<file path="config.mk">
export PLATFORM = sky130hd
export DESIGN_NAME = rtc_bus_responder_flat
export DESIGN_NICKNAME = d
export VERILOG_FILES = /design/src/rtl/rtc_pkg.sv /design/src/rtl/rtc_bus_responder_if.sv /design/src/rtl/rtc_bcd_timekeeper.sv /design/src/rtl/rtc_bus_responder.sv /design/src/flat_wrapper.sv
export SDC_FILE = /design/constraint.sdc
export NUM_CORES = 1
export LEC_CHECK = 0
export CELL_PAD_IN_SITES_DETAIL_PLACEMENT = 0
export CELL_PAD_IN_SITES_GLOBAL_PLACEMENT = 1
export CORE_MARGIN = 5
export CORE_UTILIZATION = 50
export CTS_CLUSTER_DIAMETER = 30
export DETAILED_ROUTE_END_ITERATION = 6
export HOLD_SLACK_MARGIN = 0.15
export PLACE_DENSITY = 0.81
export SYNTH_ARGS = -nofsm -noshare
export SYNTH_HDL_FRONTEND = slang
export SYNTH_SLANG_ARGS = --single-unit
export TNS_END_PERCENT = 50
</file>
<file path="constraint.sdc">
create_clock -name reloj -period 5.2 [get_ports reloj]
set_input_delay 0.78 -clock reloj [delete_from_list [all_inputs] [get_ports reloj]]
set_output_delay 0.78 -clock reloj [all_outputs]
set_load 0.01 [all_outputs]
</file>
<file path="src/rtl/rtc_pkg.sv">
`default_nettype none
// ============================================================================
// Module : rtc_pkg
// Desc   : Register map, bus FSM encoding and BCD helpers for the RTC responder.
// Rev    : 1.0  initial release
// ============================================================================
package rtc_pkg;

  localparam logic [7:0] c_addr_status = 8'h02;
  localparam logic [7:0] c_addr_sec    = 8'h21;
  localparam logic [7:0] c_addr_min    = 8'h22;
  localparam logic [7:0] c_addr_hour   = 8'h23;
  localparam logic [7:0] c_addr_day    = 8'h24;
  localparam logic [7:0] c_addr_month  = 8'h25;
  localparam logic [7:0] c_addr_year   = 8'h26;
  localparam logic [7:0] c_addr_tsec   = 8'h41;
  localparam logic [7:0] c_addr_tmin   = 8'h42;
  localparam logic [7:0] c_addr_thour  = 8'h43;

  typedef enum logic [1:0] {
    ST_IDLE    = 2'd0,
    ST_ADDR_PH = 2'd1,
    ST_DATA_WR = 2'd2,
    ST_DATA_RD = 2'd3
  } rtc_state_t;

  typedef struct packed {
    logic [7:0] sec;
    logic [7:0] min;
    logic [7:0] hour;
    logic [7:0] day;
    logic [7:0] month;
    logic [7:0] year;
    logic [7:0] tsec;
    logic [7:0] tmin;
    logic [7:0] thour;
  } rtc_regs_t;

  // Returns {carry, next}; values at or beyond vmax wrap to vmin.
  function automatic logic [8:0] bcd_inc(input logic [7:0] v, input logic [7:0] vmax,
                                         input logic [7:0] vmin);
    logic [8:0] r;
    if (v >= vmax)           r = {1'b1, vmin};
    else if (v[3:0] >= 4'd9) r = {1'b0, v[7:4] + 4'd1, 4'h0};
    else                     r = {1'b0, v[7:4], v[3:0] + 4'd1};
    return r;
  endfunction

  // Returns {borrow, next}; zero wraps to vmax.
  function automatic logic [8:0] bcd_dec(input logic [7:0] v, input logic [7:0] vmax);
    logic [8:0] r;
    if (v == 8'h00)          r = {1'b1, vmax};
    else if (v[3:0] == 4'd0) r = {1'b0, v[7:4] - 4'd1, 4'h9};
    else                     r = {1'b0, v[7:4], v[3:0] - 4'd1};
    return r;
  endfunction

  function automatic logic [7:0] bcd_days_in_month(input logic [7:0] month,
                                                   input logic [7:0] year);
    logic       leap;
    logic [7:0] r;
    // 10*t+u is a multiple of 4 when u mod 4 equals 2 for odd t, 0 for even t.
    leap = (year[1:0] == {year[4], 1'b0});
    case (month)
      8'h02:                      r = leap ? 8'h29 : 8'h28;
      8'h04, 8'h06, 8'h09, 8'h11: r = 8'h30;
      default:                    r = 8'h31;
    endcase
    return r;
  endfunction

endpackage
`default_nettype wire

</file>
<file path="src/rtl/rtc_bus_responder_if.sv">
`default_nettype none
// ============================================================================
// Module : rtc_bus_responder_if
// Desc   : Multiplexed active-low RTC bus between controller and responder.
// Rev    : 1.0  initial release
// ============================================================================
interface rtc_bus_responder_if;
  logic       CS;
  logic       RD;
  logic       WR;
  logic       A_D;
  logic [7:0] dir_dato_in;
  logic [7:0] dir_dato_out;
  logic       dir_dato_oe;

  modport slave  (input  CS, RD, WR, A_D, dir_dato_in,
                  output dir_dato_out, dir_dato_oe);
  modport master (output CS, RD, WR, A_D, dir_dato_in,
                  input  dir_dato_out, dir_dato_oe);
endinterface
`default_nettype wire

</file>
<file path="src/rtl/rtc_bcd_timekeeper.sv">
`default_nettype none
// ============================================================================
// Module : rtc_bcd_timekeeper
// Desc   : Next-state logic for BCD clock/calendar and countdown timer on tick.
//          Present only when RTC_TIMEKEEP_EN is defined.
// Rev    : 1.0  initial release
// ============================================================================
`ifdef RTC_TIMEKEEP_EN
module rtc_bcd_timekeeper
  import rtc_pkg::*;
(
  input  logic      i_tick,
  input  rtc_regs_t i_cur,
  output rtc_regs_t o_next,
  output logic      o_expire
);

  logic [8:0] w_sec, w_min, w_hour, w_day, w_month, w_tsec, w_tmin;
  logic [7:0] w_year, w_thour;
  logic       w_unused_yc, w_unused_hb;
  logic       w_timer_run;

  assign w_sec   = bcd_inc(i_cur.sec,   8'h59, 8'h00);
  assign w_min   = bcd_inc(i_cur.min,   8'h59, 8'h00);
  assign w_hour  = bcd_inc(i_cur.hour,  8'h23, 8'h00);
  assign w_day   = bcd_inc(i_cur.day,   bcd_days_in_month(i_cur.month, i_cur.year), 8'h01);
  assign w_month = bcd_inc(i_cur.month, 8'h12, 8'h01);
  assign {w_unused_yc, w_year}  = bcd_inc(i_cur.year, 8'h99, 8'h00);
  assign w_tsec  = bcd_dec(i_cur.tsec,  8'h59);
  assign w_tmin  = bcd_dec(i_cur.tmin,  8'h59);
  assign {w_unused_hb, w_thour} = bcd_dec(i_cur.thour, 8'h23);
  assign w_timer_run = (i_cur.tsec != 8'h00) || (i_cur.tmin != 8'h00) || (i_cur.thour != 8'h00);

  always_comb begin
    o_next   = i_cur;
    o_expire = 1'b0;
    if (i_tick) begin
      o_next.sec = w_sec[7:0];
      if (w_sec[8]) begin
        o_next.min = w_min[7:0];
        if (w_min[8]) begin
          o_next.hour = w_hour[7:0];
          if (w_hour[8]) begin
            o_next.day = w_day[7:0];
            if (w_day[8]) begin
              o_next.month = w_month[7:0];
              if (w_month[8]) o_next.year = w_year;
            end
          end
        end
      end
      if (w_timer_run) begin
        o_next.tsec = w_tsec[7:0];
        if (w_tsec[8]) begin
          o_next.tmin = w_tmin[7:0];
          if (w_tmin[8]) o_next.thour = w_thour;
        end
        o_expire = (o_next.tsec == 8'h00) && (o_next.tmin == 8'h00) && (o_next.thour == 8'h00);
      end
    end
  end

endmodule
`endif
`default_nettype wire

</file>
<file path="src/rtl/rtc_bus_responder.sv">
`default_nettype none
// ============================================================================
// Module : rtc_bus_responder
// Desc   : Device-side multiplexed-bus RTC: bus FSM, BCD register file, timer.
//          Tick-driven timekeeping enabled by macro RTC_TIMEKEEP_EN.
// Rev    : 1.0  initial release
// ============================================================================
module rtc_bus_responder
  import rtc_pkg::*;
#(
  parameter logic [7:0] INIT_DAY   = 8'h01,
  parameter logic [7:0] INIT_MONTH = 8'h01,
  parameter logic [7:0] INIT_YEAR  = 8'h00
) (
  input  logic                reloj,
  input  logic                resetM,
  input  logic                tick_1hz,
  output logic                irq,
  rtc_bus_responder_if.slave  bus
);

  rtc_state_t r_state;
  logic [7:0] r_addr, r_shadow, r_dout;
  logic       r_oe, r_timer_done;
  rtc_regs_t  r_regs, w_tk_next;
  logic       w_tk_expire;
  logic       w_sel, w_rd, w_wr, w_wr_commit;
  logic [7:0] w_rd_data;

  assign w_sel = !bus.CS;
  assign w_rd  = !bus.RD;
  assign w_wr  = !bus.WR;
  assign w_wr_commit = (r_state == ST_DATA_WR) && w_sel && !w_wr;

  assign bus.dir_dato_out = r_dout;
  assign bus.dir_dato_oe  = r_oe;
  assign irq              = r_timer_done;

`ifdef RTC_TIMEKEEP_EN
  rtc_bcd_timekeeper u_timekeeper (
    .i_tick   (tick_1hz),
    .i_cur    (r_regs),
    .o_next   (w_tk_next),
    .o_expire (w_tk_expire)
  );
`else
  logic w_unused_tick;
  assign w_unused_tick = tick_1hz;
  assign w_tk_next     = r_regs;
  assign w_tk_expire   = 1'b0;
`endif

  always_comb begin
    w_rd_data = 8'h00;
    case (r_addr)
      c_addr_status: w_rd_data = {7'd0, r_timer_done};
      c_addr_sec:    w_rd_data = r_regs.sec;
      c_addr_min:    w_rd_data = r_regs.min;
      c_addr_hour:   w_rd_data = r_regs.hour;
      c_addr_day:    w_rd_data = r_regs.day;
      c_addr_month:  w_rd_data = r_regs.month;
      c_addr_year:   w_rd_data = r_regs.year;
      c_addr_tsec:   w_rd_data = r_regs.tsec;
      c_addr_tmin:   w_rd_data = r_regs.tmin;
      c_addr_thour:  w_rd_data = r_regs.thour;
      default:       w_rd_data = 8'h00;
    endcase
  end

  always_ff @(posedge reloj) begin
    if (resetM) begin
      r_state  <= ST_IDLE;
      r_addr   <= 8'h00;
      r_shadow <= 8'h00;
      r_oe     <= 1'b0;
      r_dout   <= 8'h00;
    end else begin
      case (r_state)
        ST_IDLE: begin
          if (w_sel && w_wr && !w_rd) begin
            r_shadow <= bus.dir_dato_in;
            r_state  <= bus.A_D ? ST_DATA_WR : ST_ADDR_PH;
          end else if (w_sel && w_rd && !w_wr && bus.A_D) begin
            r_state <= ST_DATA_RD;
            r_oe    <= 1'b1;
            r_dout  <= w_rd_data;
          end
        end
        ST_ADDR_PH: begin
          if (!w_sel || (w_wr && w_rd)) begin
            r_state <= ST_IDLE;
          end else if (w_wr) begin
            r_shadow <= bus.dir_dato_in;
          end else begin
            r_addr  <= r_shadow;
            r_state <= ST_IDLE;
          end
        end
        ST_DATA_WR: begin
          // The register write itself happens in the register-file block on w_wr_commit.
          if (!w_sel || (w_wr && w_rd) || !w_wr) begin
            r_state <= ST_IDLE;
          end else begin
            r_shadow <= bus.dir_dato_in;
          end
        end
        ST_DATA_RD: begin
          if (!w_sel || !w_rd || w_wr) begin
            r_state <= ST_IDLE;
            r_oe    <= 1'b0;
            r_dout  <= 8'h00;
          end else begin
            r_dout <= w_rd_data;
          end
        end
        default: r_state <= ST_IDLE;
      endcase
    end
  end

  // Tick update first, bus write afterwards so it wins on the same register.
  always_ff @(posedge reloj) begin
    if (resetM) begin
      r_regs <= '{sec: 8'h00, min: 8'h00, hour: 8'h00,
                  day: INIT_DAY, month: INIT_MONTH, year: INIT_YEAR,
                  tsec: 8'h00, tmin: 8'h00, thour: 8'h00};
      r_timer_done <= 1'b0;
    end else begin
      r_regs <= w_tk_next;
      if (w_tk_expire) r_timer_done <= 1'b1;
      if (w_wr_commit) begin
        case (r_addr)
          c_addr_status: if (!r_shadow[0]) r_timer_done <= 1'b0;
          c_addr_sec:    r_regs.sec   <= r_shadow;
          c_addr_min:    r_regs.min   <= r_shadow;
          c_addr_hour:   r_regs.hour  <= r_shadow;
          c_addr_day:    r_regs.day   <= r_shadow;
          c_addr_month:  r_regs.month <= r_shadow;
          c_addr_year:   r_regs.year  <= r_shadow;
          c_addr_tsec:   r_regs.tsec  <= r_shadow;
          c_addr_tmin:   r_regs.tmin  <= r_shadow;
          c_addr_thour:  r_regs.thour <= r_shadow;
          default: ;
        endcase
      end
    end
  end

endmodule
`default_nettype wire

</file>
<file path="src/flat_wrapper.sv">
// flat-port wrapper written by rule: the top's interface ports become plain ports
module rtc_bus_responder_flat import rtc_pkg::*;
#(
  parameter logic [7:0] INIT_DAY   = 8'h01,
  parameter logic [7:0] INIT_MONTH = 8'h01,
  parameter logic [7:0] INIT_YEAR  = 8'h00
)
  (reloj, resetM, tick_1hz, irq, bus_CS, bus_RD, bus_WR, bus_A_D, bus_dir_dato_in, bus_dir_dato_out, bus_dir_dato_oe);
  rtc_bus_responder_if bus_i ();
  input  logic reloj;
  input  logic resetM;
  input  logic tick_1hz;
  output logic irq;
  input wire logic [$bits(bus_i.CS)-1:0] bus_CS;
  input wire logic [$bits(bus_i.RD)-1:0] bus_RD;
  input wire logic [$bits(bus_i.WR)-1:0] bus_WR;
  input wire logic [$bits(bus_i.A_D)-1:0] bus_A_D;
  input wire logic [$bits(bus_i.dir_dato_in)-1:0] bus_dir_dato_in;
  output wire logic [$bits(bus_i.dir_dato_out)-1:0] bus_dir_dato_out;
  output wire logic [$bits(bus_i.dir_dato_oe)-1:0] bus_dir_dato_oe;
  assign bus_i.CS = bus_CS;
  assign bus_i.RD = bus_RD;
  assign bus_i.WR = bus_WR;
  assign bus_i.A_D = bus_A_D;
  assign bus_i.dir_dato_in = bus_dir_dato_in;
  assign bus_dir_dato_out = bus_i.dir_dato_out;
  assign bus_dir_dato_oe = bus_i.dir_dato_oe;
  rtc_bus_responder #(.INIT_DAY(INIT_DAY), .INIT_MONTH(INIT_MONTH), .INIT_YEAR(INIT_YEAR)) u_core (.reloj(reloj), .resetM(resetM), .tick_1hz(tick_1hz), .irq(irq), .bus(bus_i));
endmodule
</file>
==> summary.md, run 1 <==
| Metric | Value |
|---|---|
| Die extent in y | 106 um |
| CORE AREA | 9110 um2 |
| Initial core utilization | 0.505 |
| Worst hold path class | reg2reg |
| Hpwl dp | 7.70 mm |
| Leakage | 1.90 nW |
| Grt met1 use | 0.293 |
| Post-CTS sizing | 0 |
| Final hold violation count | 0 |
| Fin nets | 518 |
| IO buf count | 22 |
| CP cell instances | clkdlybuf4s50_1 -> and3b_1 -> nand3_1 -> mux2i_1 -> nor2_1 |
| Top Usage Layer GRT | met2 |
| WP data arrival | 3.31 ns |
| Cts hold-fix bufs | 0 |
| Worst-Margin Slew | 0.932 ns |
| Total number of yosys warnings | 0 |
| Power Dens Cells | 347 nW/um2 |
| Post-Syn Area per Cell | 9.22 um2 |
| Slowest stage cell, crit path | nand3_1 |
| Layout area overhead | 10.2% |
| Nature of the critical path endpoint | flop |
| Multi-input combinational cell area | 2440 um2 |
| Post-synth EDFFs | 0 |
| H-tree depth | 3 |
| Share of cells above drive strength 1 | 0.0596 |
| FFs w/ async S/R, synth | 0 |
| Clk_lat worst skew | 0.37 ns |
| RSZ-0062 raised after global routing | false |
| Cells after Synth | 499 |
| CTS tree | built |
| Setup ws final | 2.12 ns |
| WL final | 11.6 mm |
| Slew Limit Headroom | 0.379 |
| Final Total Pwr | 0.00176 W |
| Most common cell after layout, fill and taps aside | dfxtp_1 |
| Antenna violations before repair | 0 |
| Cts bufs inserted | 9 |
| Ports | 25 |
| DRT Pass-1 Iters | 4 |
| Post-synthesis register bit count | 99 |
| Post-DR vias/cell | 6.00 |
| Clock Sinks | 99 |
| # fillers | 839 |
| Antenna Cells | 0 |
| Synth Net Count | 519 |
| Crit-path leading delay family | simple AND/OR/NAND/NOR gates |
| Tot GR Track Use | 0.210 |
| Final period utilization | 0.591 |
| Global Route met2 Usage | 0.330 |
| Tmin final | 3.08 ns |
| Storage element area | 1980 um2 |
| Startpoint Class | input pin |
| Reg clk slew, reported paths | 0.09 ns |
| Routed vias | 3681 |
| Buf/Inv on CP | 1 |
| Die Area | 11200 um2 |
| DRT antenna net count | 0 |
| Vias in the first global route | 3470 |
| Fin Setup TNS | 0 ns |
| Syn Std Cell Area | 4600 um2 |
| DRC viols | 0 |
| First-pass GRT wire length | 18.6 mm |
| Sequential area share after synthesis | 0.431 |
| Status | completed |
| Floorplan row count | 35 |
| Max cap viols | 0 |
| Die Wd | 106 um |
| CP max FO | 22 |
| Root Buffer | clkbuf_8 |
| VDD IR max | 162 uV |
| CP max stage delay | 0.78 ns |
| Skew final | 0.0141 ns |
| Setup-failing EPs final | 0 |
| Fmax | 325 MHz |
| DR WL/cell | 18.9 um |
| GRT Residual Overflow | 0 |
| Setup WS pre-CTS | 1.78 ns |
| WS Path Type | in2reg |
| GR Layer Usage met3 | 0.0358 |
| Placer Congestion | 0.807 |
| WP data required | 5.43 ns |
| Most frequent cells in the layout | dfxtp_1 (99), mux2i_1 (89), nor2_1 (79), nand2_1 (31), nand3_1 (25) |
| Pin count of the biggest net entering global routing | 90 |
| Post-synthesis cell type count | 46 |
| Main synth FF type | dfxtp_1 |
| Number of DRC markers in iteration 0 | 177 |
| Clk buf depth | 2 |
| Count of pins over their slew limit | 0 |
| Postcts setup bufs | 0 |
-- Yosys cell counts (all sizes together), types with 2 or more instances --
library cell / number / area (um2)
a21oi: 18 / 93.8
a221o: 2 / 20.0
a221oi: 9 / 78.8
a22o: 7 / 61.3
a22oi: 7 / 52.6
a31oi: 2 / 12.5
a32oi: 6 / 52.6
and2: 4 / 25.0
buf: 6 / 28.8
clkbuf: 31 / 116
dfxtp: 99 / 1980
ha: 5 / 62.6
inv: 9 / 33.8
mux2: 3 / 33.8
mux2i: 89 / 891
nand2: 31 / 116
nand2b: 6 / 37.5
nand3: 25 / 125
nand3b: 9 / 67.6
nor2: 79 / 297
nor2b: 5 / 31.3
nor3: 9 / 45.0
nor4: 3 / 63.8
nor4b: 4 / 35.0
o211ai: 2 / 15.0
o21ai: 6 / 30.0
o221ai: 3 / 26.3
or3: 3 / 18.8
or3b: 3 / 26.3
-- flip-flops by register name, indices dropped and copies added, names as in the netlist --
signal,count
u_core.bus.dir_dato_out,8
u_core.r_shadow,8
u_core.r_regs,72
u_core.r_state,2
u_core.r_addr,8
u_core.bus.dir_dato_oe,1
-- stage by stage --
stage | util | std cells | area [um2] | hold slack (ns)
after floorplan | - | 499 | 4600 | 0.434
after global placement | 0.531 | 598 | 4830 | 0.441
after detailed placement | 0.531 | 598 | 4830 | 0.448
after CTS | 0.557 | 614 | 5070 | 0.462
after global routing | 0.557 | 614 | 5070 | 0.483
final | 0.557 | 614 | 5070 | 0.461
-- path summary, 6_finish.rpt --
kind / slack, ns / depth (start not counted) / endpoint / start
setup reg to reg: 2.45 / 6 / u_core.r_regs[50] / u_core.r_state[0]
setup / recovery: 2.12 / 5 / u_core.r_regs[50] / bus_WR
hold reg to reg: 0.46 / 2 / u_core.r_regs[10] / u_core.r_regs[10]
hold / removal: 0.46 / 2 / u_core.r_regs[10] / u_core.r_regs[10]
-- cell families (layout without fill, tap and decap cells) --
group	after synthesis	count (layout)	share of synthesized area
AO/OA/AOI/OAI	68	68	0.108
adder cells (fa/ha/maj)	5	5	0.0136
buffers and inverters	46	50	0.0389
flip-flops	99	99	0.431
multiplexers	92	92	0.201
other	1	1	0.000815
AND/OR/NAND/NOR	188	188	0.207
-- power by group --
| group | switching [W] | leakage, nW | total, W | internal, W |
|---|---|---|---|---|
| clock | 0.000268 | 0.117 | 0.000589 | 0.000321 |
| sequential | 0.0000834 | 0.799 | 0.000872 | 0.000789 |
| combinational | 0.000175 | 0.985 | 0.000301 | 0.000126 |
-- cell type report --
cell class / count / area share
Clock buffer: 10 / 0.0252
Clock inverter: 6 / 0.0219
Inverter: 9 / 0.00666
Multi-Input combinational cell: 354 / 0.481
Sequential cell: 99 / 0.391
Tap cell: 111 / 0.0274
Timing Repair Buffer: 25 / 0.0469
-- metal layers --
layer  vias up  part of all wire  wire length, um
met4         0             0.019              226
li1       1774                 -                -
met3        20             0.057              662
met5         -                 0                0
met2       104              0.45             5270
met1      1783              0.47             5430
-- worst register-to-register path, cell delays in order, from the launching register on --
cell and delay (ns):
dfxtp_1 0.35, inv_1 0.11, ha_1 0.21, and3b_1 0.75, nand3_1 0.79, mux2i_1 0.36, nor2_1 0.05
(Power assumes the default switching activity.)
==> run 2, diff against run 1 <==
--- a/config.mk
+++ b/config.mk
@@ -8,11 +8,11 @@
 export CELL_PAD_IN_SITES_DETAIL_PLACEMENT = 0
 export CELL_PAD_IN_SITES_GLOBAL_PLACEMENT = 1
 export CORE_MARGIN = 5
-export CORE_UTILIZATION = 50
+export CORE_UTILIZATION = 46
 export CTS_CLUSTER_DIAMETER = 30
 export DETAILED_ROUTE_END_ITERATION = 6
 export HOLD_SLACK_MARGIN = 0.15
-export PLACE_DENSITY = 0.81
+export PLACE_DENSITY = 0.75
 export SYNTH_ARGS = -nofsm -noshare
 export SYNTH_HDL_FRONTEND = slang
 export SYNTH_SLANG_ARGS = --single-unit
==> constraint.sdc (replaced) <==
create_clock -name reloj -period 2.9 [get_ports reloj]
set_input_delay 0.435 -clock reloj [delete_from_list [all_inputs] [get_ports reloj]]
set_output_delay 0.435 -clock reloj [all_outputs]
set_load 0.01 [all_outputs]
==> summary.md, run 2 (synthesis results as in run 1) <==
| Metric | Value |
|---|---|
| Status | completed (unchanged) |
| Buf/Inv on CP | 1 (unchanged) |
| DRT met1 WL | 5.70 mm (was 5.43 mm) |
| Most flops, register | u_core.r_regs (unchanged) |
| Slew Limit Headroom | 0.488 (was 0.379) |
| Die Area | 12100 um2 (was 11200 um2) |
| Leakage | 1.98 nW (was 1.90 nW) |
| Setup-failing EPs final | 0 (unchanged) |
| Max reg flops | 72 (unchanged) |
| Placer Congestion | 0.824 (was 0.807) |
| Initial core utilization | 0.471 (was 0.505) |
| Vias in the first global route | 3546 (was 3470) |
| Power Dens Cells | 617 nW/um2 (was 347 nW/um2) |
| VDD IR max | 395 uV (was 162 uV) |
| Die extent in y | 110 um (was 106 um) |
| H-tree depth | 3 (unchanged) |
| Crit-path leading delay family | simple AND/OR/NAND/NOR gates (unchanged) |
| CP cell instances | or4b_1 -> nor4_4 -> buf_4 -> mux2i_1 -> nor2_1 (was clkdlybuf4s50_1 -> and3b_1 -> nand3_1 -> mux2i_1 -> nor2_1) |
| DRT Pass-1 Iters | 5 (was 4) |
| DRT antenna net count | 0 (unchanged) |
| Metal3 WL | 527 um (was 662 um) |
| Routed vias | 3605 (was 3681) |
| Ports | 25 (unchanged) |
| IO buf count | 22 (unchanged) |
| CORE AREA | 9770 um2 (was 9110 um2) |
| # fillers | 912 (was 839) |
| Hpwl dp | 8.24 mm (was 7.70 mm) |
| Antenna Cells | 0 (unchanged) |
| Multi-input combinational cell area | 2440 um2 (unchanged) |
| Clk buf depth | 2 (unchanged) |
| RSZ-0062 raised after global routing | false (unchanged) |
| Post-DR vias/cell | 5.55 (was 6.00) |
| Die Wd | 110 um (was 106 um) |
| Clock Sinks | 99 (unchanged) |
| Top Metal Used | met4 (unchanged) |
| Met2 WL | 5.49 mm (was 5.27 mm) |
| Dpl cells | 634 (was 598) |
| Antenna violations before repair | 0 (unchanged) |
| Floorplan row count | 36 (was 35) |
| Post-CTS sizing | 0 (unchanged) |
| Pin count of the biggest net entering global routing | 74 (was 90) |
| Most frequent cells in the layout | dfxtp_1 (99), mux2i_1 (89), nor2_1 (79), nand2_1 (31), nand3_1 (25) (unchanged) |
| DRC viols | 0 (unchanged) |
| Most common cell after layout, fill and taps aside | dfxtp_1 (unchanged) |
| Fin nets | 532 (was 518) |
| Number of DRC markers in iteration 0 | 222 (was 177) |
| Startpoint Class | flop (was input pin) |
| Fmax | 441 MHz |
| Tot GR Track Use | 0.213 (was 0.210) |
| Tmin final | 2.27 ns |
| Skew final | 0.00929 ns (was 0.0141 ns) |
| CTS tree | built (unchanged) |
| GRT Residual Overflow | 0 (unchanged) |
| Worst-Margin Slew | 0.768 ns (was 0.932 ns) |
| WP data arrival | 2.51 ns (was 3.31 ns) |
| Fin Setup TNS | 0 ns (unchanged) |
| Storage element area | 1980 um2 (unchanged) |
| Cts bufs inserted | 9 (unchanged) |
| Clk_lat worst skew | 0.38 ns (was 0.37 ns) |
| First-pass GRT wire length | 19.4 mm (was 18.6 mm) |
| Layout area overhead | 13.3% (was 10.2%) |
| Reg clk slew, reported paths | 0.09 ns (about the same) |
| Worst hold path class | in2reg (was reg2reg) |
| Final hold violation count | 0 (unchanged) |
| Count of pins over their slew limit | 0 (unchanged) |
| WS Path Type | reg2reg (was in2reg) |
| Cts hold-fix bufs | 0 (unchanged) |
| Share of cells above drive strength 1 | 0.0870 (was 0.0596) |
| WP data required | 3.14 ns (was 5.43 ns) |
| Postcts setup bufs | 0 (unchanged) |
| Non-filler cells, final | 650 (was 614) |
| DR WL/cell | 18.3 um (was 18.9 um) |
| CP max stage delay | 0.73 ns (was 0.78 ns) |
| WL final | 11.9 mm (was 11.6 mm) |
| Max cap viols | 0 (unchanged) |
| Root Buffer | clkbuf_8 (unchanged) |
| Nature of the critical path endpoint | flop (unchanged) |
| Slowest stage cell, crit path | or4b_1 (was nand3_1) |
| Final period utilization | 0.783 |
| CP max FO | 8 (was 22) |
## run 2: metal layers
layer	track usage	vias to the layer above
met1	0.291	1721
met5	0	-
met3	0.0472	9
li1	-	1799
met2	0.340	76
met4	0.0614	0
## run 2: worst paths after layout
kind | from | end | slack, ns | cells past startpoint
setup reg to reg | u_core.r_addr[7] | u_core.r_regs[46] | 0.63 | 5
setup / recovery | u_core.r_addr[7] | u_core.r_regs[46] | 0.63 | 5
hold reg to reg | u_core.r_regs[8] | u_core.r_regs[8] | 0.46 | 2
hold / removal | resetM | u_core.r_regs[41] | 0.44 | 2
## run 2: area by class of cell
class                           count  share of cell area
Clock inverter                      6              0.0216
Tap cell                          133              0.0319
Timing Repair Buffer               39              0.0657
Sequential cell                    99               0.380
Inverter                            9             0.00647
Clock buffer                       10              0.0264
Multi-Input combinational cell    354               0.468
## run 2: per-stage QoR
step	cell area [um2]	utilization	hold slack, ns	worst slack, ns	total power, W
2_1_floorplan	4600	-	0.434	0.974	0.00197
3_3_place_gp	4970	0.508	0.441	0.464	0.00216
3_5_place_dp	4970	0.508	0.449	0.391	0.00217
4_1_cts	5220	0.534	0.416	0.621	0.00326
5_1_grt	5220	0.534	0.438	0.491	0.00339
6_report	5220	0.534	0.438	0.630	0.00322
## run 2: report_power, final
| group | switching [W] | total, W | internal (W) |
|---|---|---|---|
| Sequential | 0.000169 | 0.00158 | 0.00141 |
| Combinational | 0.000316 | 0.000559 | 0.000243 |
| Clock | 0.000482 | 0.00108 | 0.000598 |
